$ cat config.mk
export PLATFORM = sky130hd
export DESIGN_NAME = dt_dispense
export DESIGN_NICKNAME = d
export VERILOG_FILES = /design/src/rtl/dt_pkg.sv /design/src/rtl/dt_sense_sync.sv /design/src/rtl/dt_dispense.sv
export SDC_FILE = /design/constraint.sdc
export NUM_CORES = 1
export LEC_CHECK = 0
export ABC_AREA = 1
export CAP_MARGIN = 10
export CORE_ASPECT_RATIO = 0.6
export CORE_MARGIN = 8
export CORE_UTILIZATION = 35
export CTS_CLUSTER_DIAMETER = 100
export DETAILED_ROUTE_END_ITERATION = 8
export PLACE_DENSITY = 0.55
export SLEW_MARGIN = 20
export SYNTH_ARGS = -nofsm -noshare
export SYNTH_HDL_FRONTEND = slang
export SYNTH_SLANG_ARGS = --single-unit
$ cat constraint.sdc
create_clock -name clk -period 1.7 [get_ports clk]
set_input_delay 0.51 -clock clk [delete_from_list [all_inputs] [get_ports clk]]
set_output_delay 0.51 -clock clk [all_outputs]
set_load 0.01 [all_outputs]
$ cat src/rtl/dt_pkg.sv
// rtl/dt_pkg.sv - shared types and constants for the ticket/coin dispense stage
package dt_pkg;

    typedef enum logic [2:0] {
        S_IDLE,
        S_SELECT,
        S_DRIVE,
        S_WAIT,
        S_DONE
    } state_t;

    typedef enum logic [1:0] {
        ITEM_TKT,
        ITEM_C5,
        ITEM_C1
    } item_t;

    localparam logic [1:0] FLT_NONE    = 2'd0;
    localparam logic [1:0] FLT_TKT_TO  = 2'd1;
    localparam logic [1:0] FLT_COIN_TO = 2'd2;
    localparam logic [1:0] FLT_EMPTY   = 2'd3;

    localparam logic [7:0] COIN5 = 8'd5;
    localparam logic [7:0] COIN1 = 8'd1;

endpackage

$ cat src/rtl/dt_sense_sync.sv
// rtl/dt_sense_sync.sv - 2-flop synchronizer plus rising-edge pulse for a drop sensor
module dt_sense_sync (
    input  logic clk,
    input  logic rst_n,
    input  logic sense_i,
    output logic rise_o
);

    // [0],[1] form the synchronizer; [2] is the previous synchronized level
    logic [2:0] sync_q;

    always_ff @(posedge clk or negedge rst_n) begin
        if (!rst_n) begin
            sync_q <= 3'b000;
        end else begin
            sync_q <= {sync_q[1:0], sense_i};
        end
    end

    assign rise_o = sync_q[1] & ~sync_q[2];

endmodule

$ cat src/rtl/dt_dispense.sv
// rtl/dt_dispense.sv - issues tickets and change one item at a time, confirming each drop
module dt_dispense
    import dt_pkg::*;
#(
    parameter int PULSE_CYCLES   = 4,
    parameter int TIMEOUT_CYCLES = 1000
) (
    input  logic       clk,
    input  logic       rst_n,
    input  logic       req_valid,
    output logic       req_ready,
    input  logic [1:0] req_tickets,
    input  logic [7:0] req_change,
    output logic       tkt_drive,
    input  logic       tkt_sense,
    output logic       c5_drive,
    input  logic       c5_sense,
    output logic       c1_drive,
    input  logic       c1_sense,
    input  logic       c5_empty,
    input  logic       c1_empty,
    output logic       busy,
    output logic       done,
    output logic [1:0] fault,
    output logic [1:0] tickets_out,
    output logic [7:0] paid_change
);

    localparam int PW = $clog2(PULSE_CYCLES + 1);
    localparam int TW = $clog2(TIMEOUT_CYCLES + 1);
    localparam logic [PW-1:0] PULSE_LAST = PW'(PULSE_CYCLES - 1);
    localparam logic [TW-1:0] TIMER_LAST = TW'(TIMEOUT_CYCLES - 1);
    localparam logic [TW-1:0] TIMER_MAX  = TW'(TIMEOUT_CYCLES);

    state_t          state_q, state_d;
    item_t           item_q, item_d;
    logic [1:0]      tkt_left_q, tkt_left_d;
    logic [7:0]      chg_left_q, chg_left_d;
    logic [1:0]      tickets_out_q, tickets_out_d;
    logic [7:0]      paid_change_q, paid_change_d;
    logic [1:0]      fault_q, fault_d;
    logic [PW-1:0]   pulse_q, pulse_d;
    logic [TW-1:0]   timer_q, timer_d;
    logic            edge_seen_q, edge_seen_d;
    logic [2:0]      drive_q, drive_d;
    logic            tkt_rise, c5_rise, c1_rise;
    logic            sel_rise;
    logic            credit;
    logic [7:0]      coin_val;

    dt_sense_sync u_tkt_sync (.clk(clk), .rst_n(rst_n), .sense_i(tkt_sense), .rise_o(tkt_rise));
    dt_sense_sync u_c5_sync  (.clk(clk), .rst_n(rst_n), .sense_i(c5_sense),  .rise_o(c5_rise));
    dt_sense_sync u_c1_sync  (.clk(clk), .rst_n(rst_n), .sense_i(c1_sense),  .rise_o(c1_rise));

    always_comb begin
        sel_rise = 1'b0;
        case (item_q)
            ITEM_TKT: sel_rise = tkt_rise;
            ITEM_C5:  sel_rise = c5_rise;
            ITEM_C1:  sel_rise = c1_rise;
            default:  sel_rise = 1'b0;
        endcase
    end

    assign coin_val = (item_q == ITEM_C5) ? COIN5 : COIN1;

    always_comb begin
        state_d       = state_q;
        item_d        = item_q;
        tkt_left_d    = tkt_left_q;
        chg_left_d    = chg_left_q;
        tickets_out_d = tickets_out_q;
        paid_change_d = paid_change_q;
        fault_d       = fault_q;
        pulse_d       = pulse_q;
        timer_d       = timer_q;
        edge_seen_d   = edge_seen_q;
        drive_d       = drive_q;
        credit        = 1'b0;

        case (state_q)
            S_IDLE: begin
                if (req_valid) begin
                    tkt_left_d    = req_tickets;
                    chg_left_d    = req_change;
                    tickets_out_d = 2'd0;
                    paid_change_d = 8'd0;
                    fault_d       = FLT_NONE;
                    state_d       = S_SELECT;
                end
            end
            S_SELECT: begin
                pulse_d     = '0;
                timer_d     = '0;
                edge_seen_d = 1'b0;
                if (tkt_left_q != 2'd0) begin
                    item_d  = ITEM_TKT;
                    drive_d = 3'b001;
                    state_d = S_DRIVE;
                end else if (chg_left_q >= COIN5 && !c5_empty) begin
                    item_d  = ITEM_C5;
                    drive_d = 3'b010;
                    state_d = S_DRIVE;
                end else if (chg_left_q != 8'd0 && !c1_empty) begin
                    item_d  = ITEM_C1;
                    drive_d = 3'b100;
                    state_d = S_DRIVE;
                end else if (chg_left_q != 8'd0) begin
                    fault_d = FLT_EMPTY;
                    state_d = S_DONE;
                end else begin
                    state_d = S_DONE;
                end
            end
            S_DRIVE: begin
                timer_d = (timer_q == TIMER_MAX) ? timer_q : timer_q + TW'(1);
                pulse_d = pulse_q + PW'(1);
                if (sel_rise) begin
                    edge_seen_d = 1'b1;
                end
                // An early edge is remembered; the pulse always runs to full width
                if (pulse_q == PULSE_LAST) begin
                    drive_d = 3'b000;
                    if (edge_seen_q || sel_rise) begin
                        credit  = 1'b1;
                        state_d = S_SELECT;
                    end else begin
                        state_d = S_WAIT;
                    end
                end
            end
            S_WAIT: begin
                timer_d = (timer_q == TIMER_MAX) ? timer_q : timer_q + TW'(1);
                if (sel_rise) begin
                    credit  = 1'b1;
                    state_d = S_SELECT;
                end else if (timer_q == TIMER_LAST) begin
                    fault_d = (item_q == ITEM_TKT) ? FLT_TKT_TO : FLT_COIN_TO;
                    state_d = S_DONE;
                end
            end
            S_DONE: begin
                state_d = S_IDLE;
            end
            default: begin
                state_d = S_IDLE;
            end
        endcase

        if (credit) begin
            if (item_q == ITEM_TKT) begin
                tkt_left_d    = tkt_left_q - 2'd1;
                tickets_out_d = tickets_out_q + 2'd1;
            end else begin
                chg_left_d    = chg_left_q - coin_val;
                paid_change_d = paid_change_q + coin_val;
            end
        end
    end

    always_ff @(posedge clk or negedge rst_n) begin
        if (!rst_n) begin
            state_q       <= S_IDLE;
            item_q        <= ITEM_TKT;
            tkt_left_q    <= 2'd0;
            chg_left_q    <= 8'd0;
            tickets_out_q <= 2'd0;
            paid_change_q <= 8'd0;
            fault_q       <= FLT_NONE;
            pulse_q       <= '0;
            timer_q       <= '0;
            edge_seen_q   <= 1'b0;
            drive_q       <= 3'b000;
        end else begin
            state_q       <= state_d;
            item_q        <= item_d;
            tkt_left_q    <= tkt_left_d;
            chg_left_q    <= chg_left_d;
            tickets_out_q <= tickets_out_d;
            paid_change_q <= paid_change_d;
            fault_q       <= fault_d;
            pulse_q       <= pulse_d;
            timer_q       <= timer_d;
            edge_seen_q   <= edge_seen_d;
            drive_q       <= drive_d;
        end
    end

    assign tkt_drive   = drive_q[0];
    assign c5_drive    = drive_q[1];
    assign c1_drive    = drive_q[2];
    assign req_ready   = (state_q == S_IDLE);
    assign busy        = (state_q != S_IDLE);
    assign done        = (state_q == S_DONE);
    assign fault       = fault_q;
    assign tickets_out = tickets_out_q;
    assign paid_change = paid_change_q;

endmodule

# Word-level counts from Yosys, hierarchy flattened
# Index checks and enable logic that the tools add are counted.
[classes]
n_addsub = 6
n_mux = 53
n_bitwise = 6
reduce_logical = 21
order_cmp = 1
n_eq_ne = 21
[ops]
columns = ["op", "count"]
rows = [
  ["$mux 8", 8],
  ["$mux 2", 20],
  ["$mux 3", 12],
  ["$eq 10x10->1 const B", 2],
  ["$ne 2x2->1 const B", 10],
  ["$pmux 10 s2", 1],
  ["$pmux 3 s2", 2],
  ["$pmux 3 s4", 1],
  ["$add 10x1->10 const B", 1],
  ["$mux 10", 1],
  ["$eq 3x2->1 const B", 3],
  ["$reduce_bool 3->1", 3],
  ["$add 8x3->8", 1],
  ["$ge 8x3->1 const B", 1],
  ["$reduce_and 8->1", 1],
  ["$reduce_bool 8->1", 1],
  ["$sub 8x3->8", 1],
  ["$pmux 2 s3", 1],
  ["$reduce_and 2->1", 3],
  ["$reduce_and 3->1", 2],
  ["$reduce_bool 2->1", 3],
  ["$mux 1", 4],
  ["$ne 4x4->1 const B", 1],
  ["$pmux 1 s2", 2],
  ["other kinds (17)", 23],
]
[word_totals]
out_inout_bits = 18
elab_cells = 122
inputBits = 18
ff_bits = 53

# Logic depth before layout (Yosys ltp)
[depth]
depth_word = 8
ltp_mapped = 12
mapped_depth_nobuf = 12

# Hierarchy
# Synthesis repeated with hierarchy kept, for this count alone.
[unflattened]
hier_cells = 412
hier_area_um2 = 3109.2
[by_module_without_submodules]
columns = ["module", "seq_area_each_um2", "cells_each", "area_each_um2", "n_inst"]
rows = [
  ["dt_dispense", 1101.1, 397, 2854.0, 1],
  ["dt_sense_sync", 75.1, 5, 85.1, 3],
]

# Worst setup path after synthesis
# OpenSTA, ideal clock, no wires.
[synth_timing]
path_kind = "register to register"
startpoint = "reg item_q[1]"
endpoint = "reg chg_left_q[5]"
required_time_ns = 1.583
path_buffers = 0
arrival_ns = 1.468
setup_slack_ns = 0.114
setup_ns = 0.117
path_stages_with_launch = 10
synth_period_minus_slack_ns = 1.586
cell_sequence = "dfrtp_1 > nor2_2 > inv_1 > ha_1 > o21ai_0 > nand2_1 > o21ai_0 > o21ai_0 > nand3_1 > nand2_1"
[synth_via]
elab_chain_len = 7
word_cells_on_any_way = 13
classes_between = "1 x add/sub; 2 x eq/ne; 8 x mux; 2 x reduce/logical"
[synth_rtl]
columns = ["element", "line_no", "rtl"]
rows = [
  ["start, declared", "dt_dispense.sv:36", "item_t item_q, item_d;"],
  ["start signal, assigned", "dt_dispense.sv:176", "item_q <= item_d;"],
  ["parallel branches: the longest is 6 deep, another holds $sub 8x3->8", "-", ""],
  ["$mux 8 *", "dt_dispense.sv:150", "if (credit) begin"],
  ["net chg_left_d[5]", "dt_dispense.sv:38", "logic [7:0] chg_left_q, chg_left_d;"],
  ["end signal, assigned", "dt_dispense.sv:178", "chg_left_q <= chg_left_d;"],
  ["end, declared", "dt_dispense.sv:38", ""],
]
# Mark *: on every way through the listed nets, which the timed path passes.
# A chain may end at the register's enable or synchronous reset.

# Worst setup path after layout
[layout_timing]
startpoint = "reg state_q[0]"
endpoint = "out done"
[layout_via]
elab_chain_len = 1
[layout_rtl]
columns = ["element", "line_no", "rtl"]
rows = [
  ["start, declared", "dt_dispense.sv:35", "state_t state_q, state_d;"],
  ["start signal, assigned", "dt_dispense.sv:175", "state_q <= state_d;"],
  ["$eq 3x3->1", "dt_dispense.sv:194", "assign done = (state_q == S_DONE);"],
  ["end, declared", "dt_dispense.sv:23", "output logic done,"],
]
# No other way between the ends.

==> flow_metrics.py <==
metrics = {
    "run_status": {
        "status": "finished clean",
    },
    "yosys": {
        "ys_types": 36,
        "synth_top_family_by_area": "simple AND/OR/NAND/NOR gates",
        "syn_area_mm2": 0.003105,
        "avgSynthCellArea_um2": 7.822,
        "synth_most_common_cell": "nand2_1",
        "synth_fa_ha_area_frac": 0.04432,
        "synth_top_area_cell": "dfrtp_1",
        "ys_seq_area_frac": 0.4271,
        "synth-simple-area-share": 0.3131,
        "synth_compound_area_frac": 0.1044,
        "synth_mux_area_frac": 0,
        "synth_area_leaders": "dfrtp_1 43%, nand2_1 13%, nand3_1 6.1%, inv_1 5.9%, o21ai_0 5.3%",
        "ys.flop_type": "dfrtp_1",
        "synth.top_cell.area_share": 0.4271,
        "synth_edf_count": 0,
        "yosys_warnings": 0,
        "async_reset_ff_frac": 1.000,
        "synth_seq_cells": 53,
        "synth_common_cells": "111 x nand2_1, 53 x dfrtp_1, 49 x inv_1, 38 x nand3_1, 33 x o21ai_0",
        "syn_nets": 426,
        "synthXorXnorAreaFrac": 0.03102,
        "syn-instance-count": 397,
    },
    "final_layout": {
        "fin_area_mm2": 0.004149,
        "syn2layout_area_growth_pct": 33.60,
        "fill_cells": 850,
        "register_area_mm2": 0.001329,
        "nets": 504,
        "multi_input_area_mm2": 0.001645,
        "diodes": 0,
        "layout-drive-gt1-share": 0.2185,
    },
    "drt": {
        "wl_per_cell_um": 13.57,
        "drc": 0,
        "postRouteAntennaNets": 0,
        "vias": 2805,
        "finalWirelength_mm": 7.977,
        "first_pass_iters": 6,
        "vias_per_cell": 4.770,
        "drt_iter0_markers": 202,
    },
    "setup_path": {
        "start_kind": "flip-flop",
        "crit_path_start": "state_q[0]",
        "critPathCapture": "done",
        "r2r_slack_ps": 100,
        "critPathKind": "reg2out",
        "crit_path_end_kind": "primary output",
        "crit_required_ps": 1190,
        "worst-r2r-cell-count": 9,
        "path_max_fanout": 3,
        "r2r-start": "item_q[0]",
        "cp.arrival_ps": 1120,
        "reg2reg_to": "paid_change[1]",
    },
    "place": {
        "place_area_mm2": 0.003855,
        "port_buffers": 35,
        "dp_hpwl_mm": 5.872,
        "routabilityCongestion": 0.7808,
    },
    "timing": {
        "fin_crit_sh": 0.9560,
        "relSlewSlack": 0.7503,
        "min_period_ps": 1625,
        "worst_pin_slew_ps": 374.6,
        "hold_viol": 0,
        "fin_skew_ps": 7.632,
        "max_freq_ghz": 0.6153,
        "setup_viol": 0,
        "whs_ps": 121.6,
        "finalMaxSlewViolations": 0,
    },
    "power_and_ir_drop": {
        "netSwitchingPower_mw": 2.937,
        "seqPwrFrac": 0.276,
        "clockPowerShare": 0.160,
        "ir_drop_v": 0.0005810,
        "combPwrFrac": 0.564,
        "powerDensity_mw_per_mm2": 1642,
        "power_leakage_nw": 2.081,
        "power.internal_mw": 3.874,
        "power_mw": 6.811,
        "switching_share": 0.4312,
    },
    "cts": {
        "clockBufferDepth": 2,
        "cts_made_buffers": 5,
        "cts_tree": "yes",
        "clk_pin_slew_ps": 70,
        "clk_latency_ps": 290,
        "cts-root-buf": "clkbuf_16",
        "cts-htree-levels": 2,
        "cts.sinks": 53,
        "hold_buffers": 0,
    },
    "grt": {
        "grtUsageTotal": 0.1335,
        "antenna_found_initial": 0,
        "grt_pass1_wl_mm": 12.86,
        "grt_max_degree": 27,
        "grt_overflow": 0,
        "grt_pass1_vias": 2660,
    },
    "floorplan": {
        "coreArea_mm2": 0.008556,
        "start_util": 0.3630,
        "placementRows": 26,
        "die_x_um": 137.6,
        "fp.dieH_um": 88.97,
        "ios": 36,
        "die_area_mm2": 0.01224,
    },
    "min_path": {
        "hp-class": "in2async",
    },
    "flow_run": {
        "cap_violations": 0,
    },
}
metal layers:
metal | share of wire | global-route usage | routed length (um)
met1 | 0.54 | 0.2004 | 4291
met5 | 0 | 0 | 0
met3 | 0.068 | 0.03648 | 545
met2 | 0.39 | 0.1821 | 3083
met4 | 0.0071 | 0.03039 | 57
flip-flops by register name (all words and copies together) (netlist names), 2 cells and up:
register / flops
timer_q: 10
chg_left_q: 8
paid_change: 8
drive_q: 3
pulse_q: 3
state_q: 3
u_c1_sync.sync_q: 3
u_c5_sync.sync_q: 3
u_tkt_sync.sync_q: 3
fault: 2
item_q: 2
tickets_out: 2
tkt_left_q: 2
metrics by stage:
step / setup WS, ps / util / instances / TNS, ps
2_1_floorplan: 114.2 / - / 397 / 0
3_3_place_gp: -151.2 / 0.4506 / 574 / -2381
3_5_place_dp: -189.9 / 0.4506 / 574 / -2842
4_1_cts: -0.4455 / 0.4700 / 585 / -0.4455
5_1_grt: -16.37 / 0.4849 / 588 / -46.46
6_report: 74.77 / 0.4849 / 588 / 0
worst max-delay path, cell delays in order (launching register included):
cell and delay [ps]:
dfrtp_1 400, buf_4 160, nor3_2 110, buf_2 150
area by class of cell:
cell class	count	share of cell area
clock buffer	7	0.03679
multi-input combinational	285	0.3966
sequential	53	0.3203
clock inverter	1	0.001206
tap	112	0.03378
timing repair buffer	76	0.1619
inverter	54	0.04946
worst min path at each step:
stage / startpoint / endpoint / slack, ps / cells past startpoint
detailed placement: u_tkt_sync.sync_q[0] / u_tkt_sync.sync_q[1] / 340 / 0
global route: rst_n / tickets_out[1] / 150 / 1
global placement: u_c5_sync.sync_q[0] / u_c5_sync.sync_q[1] / 330 / 0
floorplan: rst_n / chg_left_q[0] / 210 / 0
CTS: rst_n / tickets_out[1] / 130 / 1
finish: rst_n / tickets_out[1] / 120 / 1
placed cells by master (no fill, tap or decap), types with 4 or more instances in the layout:
cell	count
ha_1	8
nor3_1	7
clkdlybuf4s50_1	16
inv_1	45
nand3_1	36
nand3_4	4
nand2_1	104
nand4_1	7
nor2_1	23
xor2_1	9
o21ai_0	31
nand2_4	5
nor2_2	5
nand2_2	7
dlygate4sd2_1	13
buf_4	36
inv_2	6
o21ai_2	5
dfrtp_1	51
clkbuf_16	5
a21oi_1	7
logic make-up after synthesis:
| kind of cell | Yosys count |
|---|---|
| flip-flops | 53 |
| XOR/XNOR | 11 |
| AND/OR/NAND/NOR | 208 |
| AO/OA/AOI/OAI | 54 |
| adder cells (fa/ha/maj) | 11 |
| buffers and inverters | 60 |
power by group through the flow:
stage,Sequential (mW),Clock [mW],Combinational [mW]
detailed placement,1.88,0,3.59
floorplan,1.90,0,2.13
finish,1.88,1.09,3.84
global route,1.93,1.16,4.31
CTS,1.85,1.13,3.61
global placement,1.88,0,3.54
what timing repair did:
action	4_1_cts	5_1_grt
cloned	0	1
gates resized for setup	26	33
setup buffers	3	2
endpoints found under the setup margin	17	30
pin swaps	0	11
No activity file was read; power rests on OpenSTA's default activity.
==> RTL change (same flow settings) <==
Register the output `fault` once more, without a reset; this adds one clock of latency there. The other outputs are not delayed to match.
--- a/src/rtl/dt_dispense.sv
+++ b/src/rtl/dt_dispense.sv
@@ -193,5 +193,7 @@
     assign busy        = (state_q != S_IDLE);
     assign done        = (state_q == S_DONE);
-    assign fault       = fault_q;
+    always_ff @(posedge clk) begin
+        fault <= fault_q;
+    end
     assign tickets_out = tickets_out_q;
     assign paid_change = paid_change_q;
Behaviour: not the same (Yosys sat finds a counterexample within 4 cycles, from zero or initial values and one cycle with rst_n low).
==> RTL change against the unedited design <==
Register-to-register slack got worse by 30 ps; wire length fell by 4.1%; synthesized area rose by 1.7%; combinational power fell by 9.9%; via count fell by 1.4%; count of clock-buffer cells in the layout did not move; synthesized cell count rose by 0.76%; design area rose by 0.27%; total power fell by 6.8%; setup slack got worse by 26 ps; sequential cell count rose by 2; first-iteration DRC count fell by 18%; largest cell class unchanged; highest routed layer unchanged.
==> RTL change: results <==
group,metric,value,unit
outcome,status,"complete, no violations",
pwr,p_leak,2.06,nW
global_routing,grt_max_degree,54,
cells_and_area,instances_no_fill,591,
cells_and_area,largest_reg_flops,10,
logic_synthesis,synthTopCellsByCount,"115 x nand2_1, 53 x dfrtp_1, 45 x inv_1",
drt,post_drt_wl_per_cell,12.9,µm
min_path,hp-class,"primary input to async pin",
setup_path,reg2reg_slack,70,ps
global_routing,grt_usage,13.2,%
pwr,peakVddDrop,542,µV
setup_path,crit_arrival,1140,ps
timing,clock_skew,5.38,ps
place,place_inst,576,
cts,max-clock-path-buffers,2,
logic_synthesis,syn_inst,400,
setup_path,critPathLaunch,"state_q[0]",
logic_synthesis,synth_nets,429,
place,gp_congestion,0.835,
drt,viasPerCell,4.68,
cells_and_area,drive_above_1_share,21.7,%
timing,tightest_slew,316,ps
drt,drtIter0Drc,165,
global_routing,grt_pass1_wl,13.1,mm
place,dp_hpwl,5.70,mm
logic_synthesis,synth_area_leaders,"dfrtp_1 42%, nand2_1 14%, nand3_1 5.7%, inv_1 5.3%, o21ai_0 4.6%",
cts,cts_max_level,2,
logic_synthesis,postSynth.asyncResetShare,96.4,%
cells_and_area,registers.top_by_ff_count,"timer_q",
setup_path,worst_r2r_path_depth,11,
place,port_buffers,35,
logic_synthesis,synthDistinctLibCells,33,
cts,cts-root-buf,"clkbuf_16",
global_routing,grt_pass1_vias,2625,
setup_path,reg2reg_to,"paid_change[5]",
cells_and_area,antenna_cells,0,
setup_path,regToRegStartpoint,"item_q[0]",
logic_synthesis,yosysSeqAreaShare,43.2,%
drt,dr.pass1.iters,4,
logic_synthesis,yosys_warnings,0,
cells_and_area,nets,507,
## RTL change: cell types whose count changed after synthesis, sizes merged, moves of 2 or more
cell,unedited run,this run
o21ai,38,35
nand2,116,121
nand4,7,5
nor2,32,38
dfxtp,0,2
nor3,9,7
xor2,9,11
inv,52,50
## RTL change: metrics by stage
stage / setup TNS (ps) / cell area (µm²) / hold slack, ps / setup slack, ps
floorplan: 0 / 3160 / 214 / 92.1
global placement: -2240 / 3880 / 332 / -141
detailed placement: -2780 / 3880 / 336 / -174
CTS: 0 / 4030 / 205 / 10.3
global route: -252 / 4160 / 222 / -48.1
finish: 0 / 4160 / 186 / 48.8
## RTL change: power breakdown
part | switching, mW | internal (mW) | leakage (nW)
sequential | 0.233 | 1.64 | 0.704
clock | 0.468 | 0.547 | 0.0679
combinational | 1.95 | 1.52 | 1.29
## RTL change: repair_timing
| action | in CTS | in global routing |
|---|---|---|
| pin swaps | 1 | 4 |
| resized for setup | 25 | 30 |
| setup buffers | 3 | 4 |
| endpoints found under the setup margin | 18 | 23 |
## RTL change: routing by layer
metal	share of wire, %	track usage [%]	vias to the layer above
li1	-	-	1438
met1	54	19.1	1260
met2	40	18.8	59
met3	5.3	3.32	9
met4	1.0	3.86	0
met5	0	0	-
## RTL change: final cells by class
class | count | area, µm²
fillers | 847 | 4490
multi-input cells | 288 | 1650
flip-flops and latches | 55 | 1370
repair buffers | 77 | 667
inverters | 51 | 194
well taps | 112 | 140
clock buffers | 7 | 133
clock inverters | 1 | 5.00
## RTL change: cells by family after synthesis
family / count (synthesis) / synth area share [%]
simple gates: 215 / 32.1
buf+inv: 57 / 7.68
flops: 55 / 43.2
compound gates: 49 / 8.99
xor+xnor: 13 / 3.60
fa+ha+maj: 11 / 4.36
## RTL change: worst min-delay path by stage
stage | slack (ps) | endpoint | cells past startpoint
floorplan | 210 | chg_left_q[0] | 0
global placement | 330 | u_tkt_sync.sync_q[1] | 0
detailed placement | 340 | u_c1_sync.sync_q[1] | 0
CTS | 210 | tickets_out[0] | 2
global route | 220 | tickets_out[1] | 2
finish | 190 | tickets_out[1] | 2
## RTL change: worst max-delay path: stages (launching register included)
cell     delay (ps)
dfrtp_1         390
buf_4           150
nor3_2          150
buf_2           160
